**config.mk**
```make
export PLATFORM = sky130hd
export DESIGN_NAME = window_mac_stage
export DESIGN_NICKNAME = d
export VERILOG_FILES = /design/src/rtl/window_mac_stage.sv
export SDC_FILE = /design/constraint.sdc
export NUM_CORES = 2
export LEC_CHECK = 0
export ABC_CLOCK_PERIOD_IN_PS = 6050
export CAP_MARGIN = 20
export CORE_MARGIN = 8
export CORE_UTILIZATION = 35
export CTS_CLUSTER_DIAMETER = 30
export DETAILED_ROUTE_END_ITERATION = 10
export PLACE_DENSITY_LB_ADDON = 0.25
export SYNTH_ARGS = -nofsm -noshare
export SYNTH_HDL_FRONTEND = slang
export SYNTH_SLANG_ARGS = --single-unit
```
**constraint.sdc**
```tcl
create_clock -name clk -period 6.05 [get_ports clk]
set_input_delay 1.21 -clock clk [delete_from_list [all_inputs] [get_ports clk]]
set_output_delay 1.21 -clock clk [all_outputs]
set_load 0.005 [all_outputs]
```
**src/rtl/window_mac_stage.sv**
```systemverilog
// window_mac_stage: 2x2 window multiply-accumulate filter stage.
// Each accepted window is weighted by four signed 8-bit coefficients, summed,
// floor-shifted, clamped to the pixel range and queued in a first-word
// fall-through output FIFO. Admission is credit based: a window is taken only
// when the FIFO can hold every result already in the pipeline plus this one.
// Because of that, the three pipeline stages never need to stall.
module window_mac_stage #(
  parameter int DATA_W     = 32,
  parameter int SHIFT      = 2,
  parameter int FIFO_DEPTH = 8,
  parameter int ROW_LEN    = 8
) (
  input  logic                  clk,
  input  logic                  rst,
  input  logic                  tstart,
  input  logic [31:0]           coef,
  input  logic                  win_valid,
  output logic                  win_ready,
  input  logic [4*DATA_W-1:0]   win,
  output logic                  out_valid,
  input  logic                  out_ready,
  output logic [DATA_W-1:0]     out_data,
  output logic                  out_last
);

  localparam int PW  = DATA_W + 9;   // one product
  localparam int SW  = DATA_W + 11;  // sum of four products
  localparam int AW  = $clog2(FIFO_DEPTH);
  localparam int CW  = AW + 1;       // FIFO occupancy, 0..FIFO_DEPTH
  localparam int UW  = CW + 1;       // occupancy plus in-flight results
  localparam int RW  = (ROW_LEN > 1) ? $clog2(ROW_LEN) : 1;

  localparam logic signed [SW-1:0] PIX_MAX = {{(SW-DATA_W){1'b0}}, {DATA_W{1'b1}}};
  localparam logic [RW-1:0]        ROW_END = RW'(ROW_LEN - 1);
  localparam logic [CW-1:0]        DEPTH_C = CW'(FIFO_DEPTH);
  localparam logic [UW-1:0]        DEPTH_U = UW'(FIFO_DEPTH);

  typedef enum logic {ST_IDLE, ST_RUN} state_t;

  state_t                 state_q, state_d;
  logic signed [7:0]      k_q [4];
  logic signed [7:0]      k_d [4];

  logic                   v1_q, v2_q, v3_q;
  logic                   v1_d, v2_d, v3_d;
  logic signed [PW-1:0]   prod_q [4];
  logic signed [PW-1:0]   prod_d [4];
  logic signed [SW-1:0]   sum_q, sum_d;
  logic signed [SW-1:0]   shifted;
  logic [DATA_W-1:0]      s3_q, s3_d;

  logic [DATA_W-1:0]      mem_q [FIFO_DEPTH];
  logic [AW-1:0]          wr_ptr_q, wr_ptr_d, rd_ptr_q, rd_ptr_d;
  logic [CW-1:0]          count_q, count_d;
  logic [RW-1:0]          row_q, row_d;

  logic                   accept, push, pop;
  logic [1:0]             inflight;
  logic [UW-1:0]          credits_used;

  // Handshake and flow-control terms; win_ready depends only on state and counters.
  always_comb begin
    inflight     = 2'(v1_q) + 2'(v2_q) + 2'(v3_q);
    credits_used = UW'(count_q) + UW'(inflight);
    win_ready    = (state_q == ST_RUN) && (credits_used < DEPTH_U);
    accept       = win_valid && win_ready;
    out_valid    = (count_q != '0);
    out_data     = out_valid ? mem_q[rd_ptr_q] : '0;
    out_last     = out_valid && (row_q == ROW_END);
    push         = v3_q;
    pop          = out_valid && out_ready;
  end

  // Control next state: FSM, coefficient latch, pipeline valids, FIFO pointers, row counter.
  always_comb begin
    // NOTE: every variable gets a default first so no path leaves it unassigned (no latches).
    state_d  = state_q;
    k_d      = k_q;
    v1_d     = accept;
    v2_d     = v1_q;
    v3_d     = v2_q;
    wr_ptr_d = wr_ptr_q;
    rd_ptr_d = rd_ptr_q;
    count_d  = count_q;
    row_d    = row_q;

    if (push) wr_ptr_d = wr_ptr_q + AW'(1);
    if (pop) begin
      rd_ptr_d = rd_ptr_q + AW'(1);
      row_d    = (row_q == ROW_END) ? '0 : row_q + RW'(1);
    end
    case ({push, pop})
      2'b10:   count_d = count_q + CW'(1);
      2'b01:   count_d = count_q - CW'(1);
      default: count_d = count_q;
    endcase

    // A start pulse discards everything in flight or buffered, including a
    // window accepted on this very edge.
    if (tstart) begin
      state_d = ST_RUN;
      for (int i = 0; i < 4; i++) k_d[i] = $signed(coef[i*8 +: 8]);
      v1_d     = 1'b0;
      v2_d     = 1'b0;
      v3_d     = 1'b0;
      wr_ptr_d = '0;
      rd_ptr_d = '0;
      count_d  = '0;
      row_d    = '0;
    end
  end

  // Datapath next state: weight, sum, then floor-shift and clamp.
  always_comb begin
    for (int i = 0; i < 4; i++)
      prod_d[i] = PW'($signed({1'b0, win[i*DATA_W +: DATA_W]})) * PW'(k_q[i]);
    sum_d   = SW'(prod_q[0]) + SW'(prod_q[1]) + SW'(prod_q[2]) + SW'(prod_q[3]);
    shifted = sum_q >>> SHIFT;
    if (shifted[SW-1])
      s3_d = '0;
    else if (shifted > PIX_MAX)
      s3_d = '1;
    else
      s3_d = shifted[DATA_W-1:0];
  end

  // Control registers with synchronous reset; reset wins over a start pulse.
  always_ff @(posedge clk) begin
    // NOTE: sequential state uses non-blocking assignments so all registers update together.
    if (rst) begin
      state_q  <= ST_IDLE;
      for (int i = 0; i < 4; i++) k_q[i] <= '0;
      v1_q     <= 1'b0;
      v2_q     <= 1'b0;
      v3_q     <= 1'b0;
      wr_ptr_q <= '0;
      rd_ptr_q <= '0;
      count_q  <= '0;
      row_q    <= '0;
    end else begin
      state_q  <= state_d;
      k_q      <= k_d;
      v1_q     <= v1_d;
      v2_q     <= v2_d;
      v3_q     <= v3_d;
      wr_ptr_q <= wr_ptr_d;
      rd_ptr_q <= rd_ptr_d;
      count_q  <= count_d;
      row_q    <= row_d;
    end
  end

  // Pipeline data and FIFO storage; qualified by the valid bits and count above.
  always_ff @(posedge clk) begin
    // NOTE: data registers and FIFO storage are not reset; nothing reads them unless a valid qualifies them.
    prod_q <= prod_d;
    sum_q  <= sum_d;
    s3_q   <= s3_d;
    if (push && !tstart) mem_q[wr_ptr_q] <= s3_q;
  end

  // Credits must make a push into a full FIFO impossible.
  always_ff @(posedge clk) begin
    if (!rst && !tstart)
      assert (!(push && count_q == DEPTH_C)) else $error("push into full output FIFO");
  end

endmodule

```
==> out/results.ini <==
[floorplanning]
floorplan.initialDensity_pct=35.2
row_count=146
fp.dieW_um=415
die_outline_area_sq_um=172000
floorplan.die.height_um=415
placeableCoreArea_sq_um=158000
io-pin-count=200

[run_status]
run_status=finished, final reports clean

[clock_tree]
total_cts_buffers=134
postCtsHoldBufs=0
clk_root_buffer_cell=sky130_fd_sc_hd__clkbuf_16
post_cts_buffers=0
clkLatencyLatePin_ps=730
tritoncts=yes
clock_sink_count=545
clkSlewWorstSetupHoldPaths_ps=40
post_cts_resize_count=0
max-clock-path-buffers=3
clock_tree.htree_level_count=4

[detailed_routing]
postRouteWirelength_um=151000
detail_route.wl_per_cell_um=18.1
firstDrtPassIters=5
final_antenna_net_count=0
vias=39645
post-route-drc-count=0
vias_per_instance=4.75
drt_iter0_markers=1659

[logic_synthesis]
post_synth_inst_count=5495
yosysWarningCount=0
ys_seq_area_share_pct=24.2
asyncSetResetFlopFracSynth_pct=0
synth_enable_flop_cells=256
synth-seq-cells=545
synth.most_common_cell=sky130_fd_sc_hd__inv_1
syn_area_sq_um=55600
syn_nets=6881
post-synth-top-area-cell=sky130_fd_sc_hd__fa_1
post-synth-top-area-fraction_pct=29.1
post_synth_num_cell_types=86
flip_flop_cell_with_the_highest_count_after_synthesis=sky130_fd_sc_hd__dfxtp_1
post_synth_most_frequent_cells=1054 x sky130_fd_sc_hd__inv_1, 809 x sky130_fd_sc_hd__fa_1, 804 x sky130_fd_sc_hd__and2_1, 412 x sky130_fd_sc_hd__ha_1, 347 x sky130_fd_sc_hd__nor2_1
synth.top_cells.by_area=sky130_fd_sc_hd__fa_1 29%, sky130_fd_sc_hd__edfxtp_1 14%, sky130_fd_sc_hd__dfxtp_1 10%
avgSynthCellArea_sq_um=10.1

[pwr]
power.share.sequential_pct=20.8
peakVddDrop_mv=0.483
power.combinational.fraction_pct=53.5
p_sw_mw=11.9
cellInternalPower_mw=16.5
total_leakage_power_nw=32.2
power.share.switching_pct=42.0
report.power.total_mw=28.4
part_of_the_total_power_dissipated_in_the_clock_network_pct=25.7
p_per_area_nw_per_um2=416

[finish]
final_util_pct=43.1
multi_input_gate_area_sq_um=37500
flow.area_growth_from_synthesis_pct=22.5
filler_cell_count=15201
post_route_cells_drive_above_1_share_pct=13.4
num-nets-final=7553
register_area_sq_um=13500

[global_routing]
globalRouteOverflowTotal=0
number_of_antenna_violations_at_the_first_check_in_global_routing=4
global_route.usage.total_pct=17.6
first_global_vias=43018
grt_start_max_net_pins=43
grt_first_pass_wirelength_um=241000

[sta]
worst_slew_margin_relative_to_its_limit_pct=37.4
setup-violations-final=0
rsz0062_at_grt=no
clock.fmax_mhz=174
postLayoutSetupSlackWorst_ps=289
tns_ps=0
timing_hold_violations_final=0
hold_slack_ps=437
fin_crit_ps=5760
slew_violations=0
fin_skew_ps=38.3
post-route-period-util_pct=95.2
worst_slew_pin_slew_ps=931

[flow_run]
max-cap-violations=0

[placed_design]
post-dp-hpwl_um=123000
gp_congestion=0.859
port_buffers=199
placement.setup.worst_slack_ps=-398

[worst_setup_path]
crit_path_max_fanout=7
worst-endpoint-required_ps=6650
crit_arrival_ps=6360
end_kind=flip-flop
critPathKind=in -> reg
crit_start_category=primary input

[hold_path]
hold_path_class=reg -> reg

## registers in the layout, summed over array words and instances (netlist names), named ones only
signal and cells:
push 1, rd_ptr_q 3, row_q 3, prod_q 164, v1_q 1, sum_q 41, state_q 1, s3_q 32
count_q 4, k_q 32, mem_q 256, wr_ptr_q 3, v2_q 1
## power by group through the flow
stage / clock network (mW) / registers, mW / logic [mW]
after floorplan: 0 / 5.45 / 10.6
after detailed placement: 0 / 5.98 / 15.0
after global placement: 0 / 5.97 / 14.9
final: 7.29 / 5.90 / 15.2
after global routing: 7.62 / 5.97 / 16.8
after CTS: 7.44 / 5.93 / 15.1
## placed cells by master, fill, tap and decap left out, drive strengths merged, types with 19 or more instances in the layout
cell / count
a31oi: 24
clkbuf: 171
clkinv: 44
fa: 809
o21ai: 89
a21o: 103
inv: 1067
nor3: 28
a21oi: 192
nand2: 229
o21bai: 27
nand2b: 42
edfxtp: 256
nand4: 31
xnor2: 119
ha: 412
dfxtp: 289
and2: 805
xor2: 53
and3: 20
nor2: 347
clkdlybuf4s50: 197
mux4: 64
mux2i: 67
nor2b: 19
nand3: 36
o21a: 20
a211oi: 19
buf: 514
## stage by stage
step           cell area (sq um)  std cells
2_1_floorplan              55600       5495
3_3_place_gp               63400       8102
3_5_place_dp               63400       8102
4_1_cts                    68100       8345
5_1_grt                    68100       8346
6_report                   68100       8347
## logic make-up (layout without fill, tap and decap cells)
| kind of cell | Yosys count | in the layout | share of synthesized area (%) |
|---|---|---|---|
| AOI/OAI and AO/OA | 585 | 585 | 7.00 |
| xor gates and xnor gates | 172 | 172 | 2.71 |
| adders and majority gates | 1221 | 1221 | 38.4 |
| buffers and inverters | 1233 | 2012 | 8.34 |
| DFF | 545 | 545 | 24.2 |
| muxes | 131 | 131 | 3.80 |
| other | 0 | 1 | 0 |
| and+or+nand+nor | 1608 | 1608 | 15.5 |
## area by class of cell
type | instances | area share (%)
Antenna cell | 1 | 0.00367
Clock buffer | 171 | 5.41
Clock inverter | 72 | 1.46
Inverter | 1058 | 5.83
Multi-Input combinational cell | 3717 | 55.1
Sequential cell | 545 | 19.8
Tap cell | 2072 | 3.81
Timing Repair Buffer | 711 | 8.59
## critical path, stage by stage
cell	delay, ps
sky130_fd_sc_hd__clkdlybuf4s50_1	550
sky130_fd_sc_hd__and2_1	250
sky130_fd_sc_hd__fa_1	550
sky130_fd_sc_hd__fa_1	420
sky130_fd_sc_hd__fa_1	510
sky130_fd_sc_hd__inv_1	50
sky130_fd_sc_hd__fa_1	480
sky130_fd_sc_hd__inv_1	40
sky130_fd_sc_hd__ha_1	280
sky130_fd_sc_hd__a21o_1	170
sky130_fd_sc_hd__a21o_1	220
sky130_fd_sc_hd__a211o_1	310
sky130_fd_sc_hd__o2111ai_1	380
sky130_fd_sc_hd__a21oi_1	240
sky130_fd_sc_hd__buf_4	190
sky130_fd_sc_hd__a31oi_1	210
sky130_fd_sc_hd__o21ai_0	130
sky130_fd_sc_hd__xnor2_1	160
## layer usage
layer / part of all wire, % / track usage (%)
met4: 2.3 / 4.49
met3: 4.0 / 2.84
met2: 52 / 32.2
met1: 42 / 21.4
met5: 0.016 / 0
## worst paths after layout
path	from	endpoint	slack, ps	cells after the start
max	win[39]	prod_q[117]$_DFF_P_	290	18
min	sum_q[19]$_DFF_P_	s3_q[17]$_SDFF_PP0_	440	2
max reg2reg	k_q[22]$_SDFFE_PP0P_	prod_q[117]$_DFF_P_	520	17
min reg2reg	sum_q[19]$_DFF_P_	s3_q[17]$_SDFF_PP0_	440	2
(Power assumes the default switching activity.)
